## config.mk

```make
export PLATFORM = sky130hd
export DESIGN_NAME = lif_neuron
export DESIGN_NICKNAME = d
export VERILOG_FILES = /design/src/rtl/lif_neuron.sv
export SDC_FILE = /design/constraint.sdc
export NUM_CORES = 1
export LEC_CHECK = 0
export CAP_MARGIN = 10
export CORE_MARGIN = 2
export CORE_UTILIZATION = 50
export DETAILED_ROUTE_END_ITERATION = 7
export HOLD_SLACK_MARGIN = 0.1
export PLACE_DENSITY = 0.81
export SYNTH_ARGS = -nofsm -noshare
export SYNTH_HDL_FRONTEND = slang
export SYNTH_SLANG_ARGS = --single-unit
export TNS_END_PERCENT = 20
```

## constraint.sdc

```tcl
create_clock -name clock -period 9 [get_ports clock]
set_clock_uncertainty 0.1 [all_clocks]
set_input_delay 0.9 -clock clock [delete_from_list [all_inputs] [get_ports clock]]
set_output_delay 0.9 -clock clock [all_outputs]
set_load 0.1 [all_outputs]
```

## src/rtl/lif_neuron.sv

```systemverilog
// Leaky integrate-and-fire neuron: integrates a signed synaptic current into a
// saturating membrane potential with exponential leak, fires a one-cycle spike
// on a threshold crossing, then sits out a refractory period of enabled ticks.
module lif_neuron #(
  parameter int WIDTH          = 18,
  parameter int LEAK_SHIFT     = 4,
  parameter int THRESHOLD      = 4096,
  parameter int V_RESET        = 0,
  parameter int REFRACT_CYCLES = 8,
  parameter int CNT_WIDTH      = 16
) (
  input  logic                        clock,
  input  logic                        reset,
  input  logic                        enable,
  input  logic signed [WIDTH-1:0]     i_syn,
  output logic                        spike,
  output logic signed [WIDTH-1:0]     v_mem,
  output logic                        refractory,
  output logic        [CNT_WIDTH-1:0] spike_count
);

  typedef enum logic {INTEGRATE, REFRACT} state_t;

  // Refractory counter must hold REFRACT_CYCLES; keep at least one bit when disabled.
  localparam int RC_W = (REFRACT_CYCLES > 0) ? $clog2(REFRACT_CYCLES + 1) : 1;
  localparam logic        [RC_W-1:0]    RC_LOAD = RC_W'(REFRACT_CYCLES);
  localparam logic signed [WIDTH-1:0]   V_RST   = WIDTH'(V_RESET);
  // Saturation bounds expressed at the two-bit-wider working width.
  localparam logic signed [WIDTH+1:0]   V_MAX   = {3'b000, {(WIDTH-1){1'b1}}};
  localparam logic signed [WIDTH+1:0]   V_MIN   = {3'b111, {(WIDTH-1){1'b0}}};

  state_t                   state, state_nx;
  logic        [RC_W-1:0]   cnt, cnt_nx;
  logic signed [WIDTH-1:0]  leak;
  logic signed [WIDTH+1:0]  sum, sat;
  logic signed [WIDTH-1:0]  v_nx;
  logic                     spike_nx;
  logic [CNT_WIDTH-1:0]     count_nx;
  logic                     fire;

  assign refractory = (state == REFRACT);

  // Integrate-with-leak at WIDTH+2 bits so the sum cannot overflow before clamping.
  always_comb begin
    leak = v_mem >>> LEAK_SHIFT;
    sum  = {{2{v_mem[WIDTH-1]}}, v_mem}
         + {{2{i_syn[WIDTH-1]}}, i_syn}
         - {{2{leak[WIDTH-1]}}, leak};
    if (sum > V_MAX)      sat = V_MAX;
    else if (sum < V_MIN) sat = V_MIN;
    else                  sat = sum;
    // Compare at 32 bits so a threshold beyond the representable range never fires.
    fire = (32'(sat) >= THRESHOLD);
  end

  // Next-state and next-output logic; everything holds while enable is low.
  always_comb begin
    state_nx = state;
    cnt_nx   = cnt;
    v_nx     = v_mem;
    spike_nx = 1'b0;
    count_nx = spike_count;
    if (enable) begin
      case (state)
        INTEGRATE: begin
          if (fire) begin
            v_nx     = V_RST;
            spike_nx = 1'b1;
            if (spike_count != '1) count_nx = spike_count + CNT_WIDTH'(1);
            if (REFRACT_CYCLES > 0) begin
              state_nx = REFRACT;
              cnt_nx   = RC_LOAD;
            end
          end else begin
            v_nx = sat[WIDTH-1:0];
          end
        end
        REFRACT: begin
          v_nx = V_RST;
          if (cnt <= RC_W'(1)) begin
            state_nx = INTEGRATE;
            cnt_nx   = '0;
          end else begin
            cnt_nx = cnt - RC_W'(1);
          end
        end
        default: state_nx = INTEGRATE;
      endcase
    end
  end

  // State register; reset wins over a simultaneous enable.
  always_ff @(posedge clock) begin
    if (reset) begin
      state       <= INTEGRATE;
      cnt         <= '0;
      v_mem       <= '0;
      spike       <= 1'b0;
      spike_count <= '0;
    end else begin
      state       <= state_nx;
      cnt         <= cnt_nx;
      v_mem       <= v_nx;
      spike       <= spike_nx;
      spike_count <= count_nx;
    end
  end

endmodule

```

==> results.ini, run 1 <==
[synthesis]
synth_top_family_by_area = compound AO/OA/AOI/OAI gates
yosysSeqAreaShare_pct = 23.1
synthAdderAreaFrac_pct = 19.2
yosys.area_share.xor_xnor_pct = 5.31
synth_nets = 489
synth_top_area_cell = dfxtp_1
synth-compound-area-share_pct = 20.9
synth_area_sq_um = 3460
synthTopCellsByArea = dfxtp_1, fa_1, ha_1, inv_1, a22o_1
synth_edf_count = 0
ys_warn_count = 0
ys.flop_type = dfxtp_1
syn_area_per_cell_sq_um = 8.15
synth.distinct_cells = 56
synth-simple-area-share_pct = 17.5
yosys_register_bits = 40
synth_top_area_share_pct = 23.1
yosys-mux-area-fraction_pct = 3.50
ys_async_sr_fraction_pct = 0
synthCells = 425

[place]
dpl.hpwl_microns = 6110
io_buffers = 56
placed_area_sq_um = 4070
routabilityCongestion = 0.875

[layout]
area_growth_pct = 20.8
mostFrequentLayoutCells = inv_1, clkdlybuf4s50_1, dfxtp_1, nor2_1, ha_1
fillers = 582
stdcell_area_sq_um = 4180
final_layout_size_suffix_gt1_share_pct = 5.24
final_common_cell = inv_1
fin_nets = 540
n_antenna_cell = 0

[global_route]
first_global_vias = 2900
grt_max_degree = 37
antenna_found_initial = 0
grtUsageTotal_pct = 21.7
grt_overflow_total = 0
grt_pass1_wl_microns = 13200

[drt]
ant_nets = 0
drt-initial-drc-count = 86
routedWlPerCell_microns = 13.9
dr.pass1.iters = 4
drc = 0
vias = 3054
routed_via_density = 5.48
wl_microns = 7740

[pwr]
combPwrFrac_pct = 63.5
ir_drop_uv = 124
p_int_w = 0.000511
seqPwrFrac_pct = 21.5
power_w = 0.00101
p_switching_w = 0.000499
clock_power_share_pct = 15.0
cellLeakagePower_nw = 1.83
cellPowerDensity_nw_per_um2 = 241
switching_share_pct = 49.4

[sta]
clock.fmax_mhz = 172
slew_viol_final = 0
max_slew_margin_pct = 30.3
finalSetupTns_ns = 0
setup-violations-final = 0
rsz0062_at_grt = no
whs_ns = 0.423
fin_crit_sh_pct = 64.6
worst_pin_slew_ns = 1.04
fin_crit_ns = 5.81
hold_viol = 0

[die]
die-area_sq_um = 7610
die_h_microns = 87.2
ios = 57
die_x_microns = 87.2
initial_core_util_pct = 51.3
coreArea_sq_um = 6760
num_rows = 30

[critical_path]
r2r_cells = 16
cp.arrival_ns = 5.95
worstReg2RegEnd = v_mem[7]
critPathMaxFanout = 20
timing.rr.start = v_mem[7]
startpoint_type = input port
rrSetupSlack_ns = 3.81
critPathCaptureType = flip-flop
critical_path_class = input port to flip-flop
worstPathRequired_ns = 9.14

[cts]
hold_buffers = 0
cts_inserted_buffers = 5
tritoncts = built
cts_setup_buffers = 0
cts_resized = 0
cts_num_sinks = 40
path_clk_slew_ns = 0.08
h-tree-depth = 2
insertion_delay_ns = 0.29
ctsRootBufferMaster = clkbuf_8
clockBufferDepth = 2

[run]
cap_violations = 0

[worst_hold_path]
min_to = spike_count[1]
min_path_cells = 2
worstHoldPathType = flip-flop to flip-flop
hold_start = spike_count[1]

[status]
status = finished, final reports clean

-- area by class of cell --
cell class / count / area [sq um] / share of cell area (%)
timing repair buffer: 58 / 576 / 13.8
multi-input combinational: 294 / 2300 / 55.0
clock buffer: 5 / 68.8 / 1.65
tap: 80 / 100 / 2.39
clock inverter: 3 / 46.3 / 1.11
inverter: 77 / 289 / 6.91
sequential: 40 / 801 / 19.1
-- sequential cells by signal, indices dropped and copies added (netlist names) --
signal       flops
spike            1
v_mem           18
refractory       1
cnt              4
spike_count     16
-- through the flow --
step | util (%) | worst slack [ns] | std cells
6_report | 61.9 | 3.19 | 557
5_1_grt | 61.9 | 2.81 | 557
4_1_cts | 61.9 | 3.22 | 557
3_5_place_dp | 60.2 | 2.93 | 549
3_3_place_gp | 60.2 | 3.10 | 549
2_1_floorplan | - | 3.70 | 425
-- worst max-delay path: stages --
cell and delay (ns):
clkdlybuf4s50_1 0.45, inv_1 0.05, fa_1 0.53, inv_1 0.04, ha_1 0.34, o211ai_1 0.19
a21oi_1 0.09, or3b_1 0.50, a31oi_4 0.26, o21ai_1 0.11, xor2_1 0.18, nand3b_1 0.11
ha_1 0.59, o21a_1 0.20, a41o_2 0.25, and2_1 0.31, nor3b_4 0.63, a22o_1 0.23
-- logic make-up after synthesis --
family	Yosys count
flops	40
mux	11
xor+xnor	21
simple gates	116
buf+inv	91
fa+ha+maj	43
compound gates	103
-- metal layers --
metal / routed length [microns] / share of wire, % / vias up / track usage, %
met1: 3610 / 47 / 1438 / 28.0
met2: 3770 / 49 / 68 / 37.5
met5: 0 / 0 / - / 0
li1: - / - / 1538 / -
met4: 134 / 1.7 / 0 / 7.27
met3: 234 / 3.0 / 10 / 2.56
-- cells in the mapped netlist, drive strengths merged, types with 2 or more instances --
| cell | count |
|---|---|
| a21o | 7 |
| ha | 26 |
| a41o | 2 |
| clkbuf | 9 |
| a211oi | 5 |
| or3 | 2 |
| nor2b | 11 |
| nand3b | 2 |
| inv | 77 |
| and3 | 4 |
| a31oi | 2 |
| dfxtp | 40 |
| xnor2 | 11 |
| and4 | 5 |
| a21oi | 23 |
| a22o | 17 |
| nor3 | 6 |
| nand4 | 2 |
| buf | 5 |
| o21a | 2 |
| mux2i | 2 |
| fa | 17 |
| xor2 | 10 |
| o21ai | 26 |
| or2 | 2 |
| nand3 | 5 |
| nor2 | 33 |
| o211ai | 5 |
| nand2 | 25 |
| nand2b | 10 |
| a311oi | 4 |
| mux2 | 9 |
| and2 | 4 |
-- how the worst max path moves through the flow --
stage	to	cells after the start	start	slack (ns)
after floorplan	spike_count[4]	19	v_mem[9]	3.70
after CTS	v_mem[13]	18	i_syn[3]	3.22
final	v_mem[7]	18	i_syn[3]	3.19
after global placement	v_mem[3]	18	i_syn[3]	3.10
after global routing	v_mem[7]	18	i_syn[1]	2.81
after detailed placement	v_mem[13]	18	i_syn[3]	2.93
-- power by group through the flow --
stage	sequential (W)	clock (W)	combinational (W)
floorplan	0.000311	0	0.000429
global placement	0.000221	0	0.000622
detailed placement	0.000222	0	0.000637
CTS	0.000217	0.000152	0.000640
global route	0.000220	0.000162	0.000715
finish	0.000217	0.000151	0.000641
Power figures use the tool's default switching activity.
==> run 2: changes to the inputs <==
- clock period: 9 -> 5.9 ns (I/O delays scaled with it)
==> run 2 against run 1 <==
  * Largest cell class unchanged
  * Via count down 1.2%
  * Combinational power increased by 56%
  * Flip-flop and latch count is the same
  * Non-clock buffer count is 1 higher
  * Critical endpoint is now v_mem[12]
  * Wire length shrank 2.5%
  * Sequential power rose by 52%
  * Setup slack got worse by 2.7 ns
  * Final area shrank 0.24%
  * Largest power group unchanged
  * First-iteration DRC count grew 27%
==> results.ini, run 2 (same netlist as run 1, synthesis figures left out) <==
[status]
status = finished, final reports clean

[die]
coreArea_sq_um = 6760  ; unchanged
die_h_microns = 87.2  ; unchanged
die-area_sq_um = 7610  ; unchanged
ios = 57  ; unchanged
die_x_microns = 87.2  ; unchanged
num_rows = 30  ; unchanged
initial_core_util_pct = 51.3  ; unchanged

[drt]
routedWlPerCell_microns = 13.5  ; -2.7%
drc = 0  ; unchanged
vias = 3018  ; -1.2%
wl_microns = 7550  ; -2.5%
dr.pass1.iters = 5  ; +1
routed_via_density = 5.41  ; -1.4%
ant_nets = 0  ; unchanged
drt-initial-drc-count = 109  ; +27%

[global_route]
grt_pass1_wl_microns = 13000  ; -1.7%
grt_max_degree = 37  ; unchanged
antenna_found_initial = 0  ; unchanged
grtUsageTotal_pct = 21.1  ; -0.57 points
grt_overflow_total = 0  ; unchanged
first_global_vias = 2908  ; +0.28%

[pwr]
ir_drop_uv = 185  ; +49%
cellLeakagePower_nw = 1.82  ; -0.35%
cellPowerDensity_nw_per_um2 = 365  ; +51%

[layout]
final_cells = 558  ; +0.18%
final_common_cell = inv_1
top_regs = v_mem x18, spike_count x16, cnt x4
n_antenna_cell = 0  ; unchanged
area_growth_pct = 20.5
fin_nets = 541  ; +0.19%
largest_reg_flops = 18  ; unchanged
fillers = 581  ; -0.17%
final_layout_size_suffix_gt1_share_pct = 5.44  ; +0.20 points
mostFrequentLayoutCells = inv_1, clkdlybuf4s50_1, dfxtp_1, nor2_1, ha_1
regMostFlops = v_mem

[critical_path]
critical_path_class = input port to flip-flop
cp.arrival_ns = 5.57  ; -0.38 ns
worstPathRequired_ns = 6.03  ; -3.11 ns
startpoint_type = input port
critPathMaxFanout = 17  ; -15%
rrSetupSlack_ns = 0.81  ; -3.00 ns
critPathCaptureType = flip-flop
crit_start = i_syn[3]
timing.rr.start = v_mem[9]

[place]
routabilityCongestion = 0.893  ; +2.1%
dp.cells = 550  ; +0.18%
dpl.hpwl_microns = 5960  ; -2.4%
io_buffers = 56  ; unchanged

[run]
cap_violations = 0  ; unchanged

[sta]
fin_crit_sh_pct = 92.1
rsz0062_at_grt = no
max_slew_margin_pct = 23.8  ; -6.5 points
fin_crit_ns = 5.44
finalSetupTns_ns = 0  ; unchanged
hold_viol = 0  ; unchanged
clock.fmax_mhz = 184
setup-violations-final = 0  ; unchanged
worst_pin_slew_ns = 1.14  ; +0.0977 ns
slew_viol_final = 0  ; unchanged

[cts]
hold_buffers = 0  ; unchanged
path_clk_slew_ns = 0.08  ; about the same
h-tree-depth = 2  ; unchanged
cts_setup_buffers = 0  ; unchanged
cts_num_sinks = 40  ; unchanged
insertion_delay_ns = 0.29  ; about the same
clockBufferDepth = 2  ; unchanged
cts_inserted_buffers = 5  ; unchanged
cts_resized = 0  ; unchanged
ctsRootBufferMaster = clkbuf_8
tritoncts = built

[worst_hold_path]
hold_start = spike_count[14]
worstHoldPathType = flip-flop to flip-flop

[run 2: path summary, 6_finish.rpt]
path,end,cells past startpoint
hold reg to reg,spike_count[14],2
setup / recovery,v_mem[12],18
hold / removal,spike_count[14],2
setup reg to reg,v_mem[12],17
[run 2: where the power goes]
group	total [W]	leakage (nW)	internal (W)	switching, W
clock	0.000196	0.0434	0.0000947	0.000101
combinational	0.000998	1.45	0.000364	0.000634
sequential	0.000329	0.324	0.000297	0.0000321
total	0.00152	1.82	0.000756	0.000767
[run 2: metrics by stage]
stage                     hold slack (ns)  util (%)  power [W]  instance area, sq um  setup WS, ns
after floorplan                     0.389         -    0.00113                  3460         0.600
after global placement              0.398      60.3    0.00131                  4080         0.397
after detailed placement            0.404      60.3    0.00133                  4080         0.213
after CTS                           0.419      61.8    0.00153                  4170         0.495
after global routing                0.451      61.8    0.00165                  4170         0.146
final                               0.421      61.8    0.00152                  4170         0.464
[run 2: final cells by class]
| cell class | instances | area [sq um] | share of cell area [%] |
|---|---|---|---|
| clock inverters | 2 | 15.0 | 0.360 |
| multi-input cells | 294 | 2300 | 55.2 |
| inverters | 77 | 289 | 6.93 |
| repair buffers | 59 | 583 | 14.0 |
| well taps | 80 | 100 | 2.40 |
| flip-flops and latches | 40 | 801 | 19.2 |
| clock buffers | 6 | 82.6 | 1.98 |
[run 2: worst max-delay path, stage by stage]
cell and delay, ns:
clkdlybuf4s50_1 0.45, inv_1 0.05, fa_1 0.54, inv_1 0.05, ha_1 0.35, o211ai_1 0.19, a21oi_1 0.08, or3b_1 0.47
a31oi_4 0.26, o21ai_1 0.11, xor2_1 0.21, nand3b_1 0.10, ha_1 0.38, nor3_1 0.23, a41o_2 0.27, and2_1 0.32
nor3b_4 0.68, a22o_1 0.24
[run 2: layer usage]
metal	share of wire (%)	GRT usage, %	wire length (microns)
met1	48	26.8	3610
met2	48	36.8	3630
met3	3.0	2.94	230
met4	1.1	6.85	80
met5	0	0	0
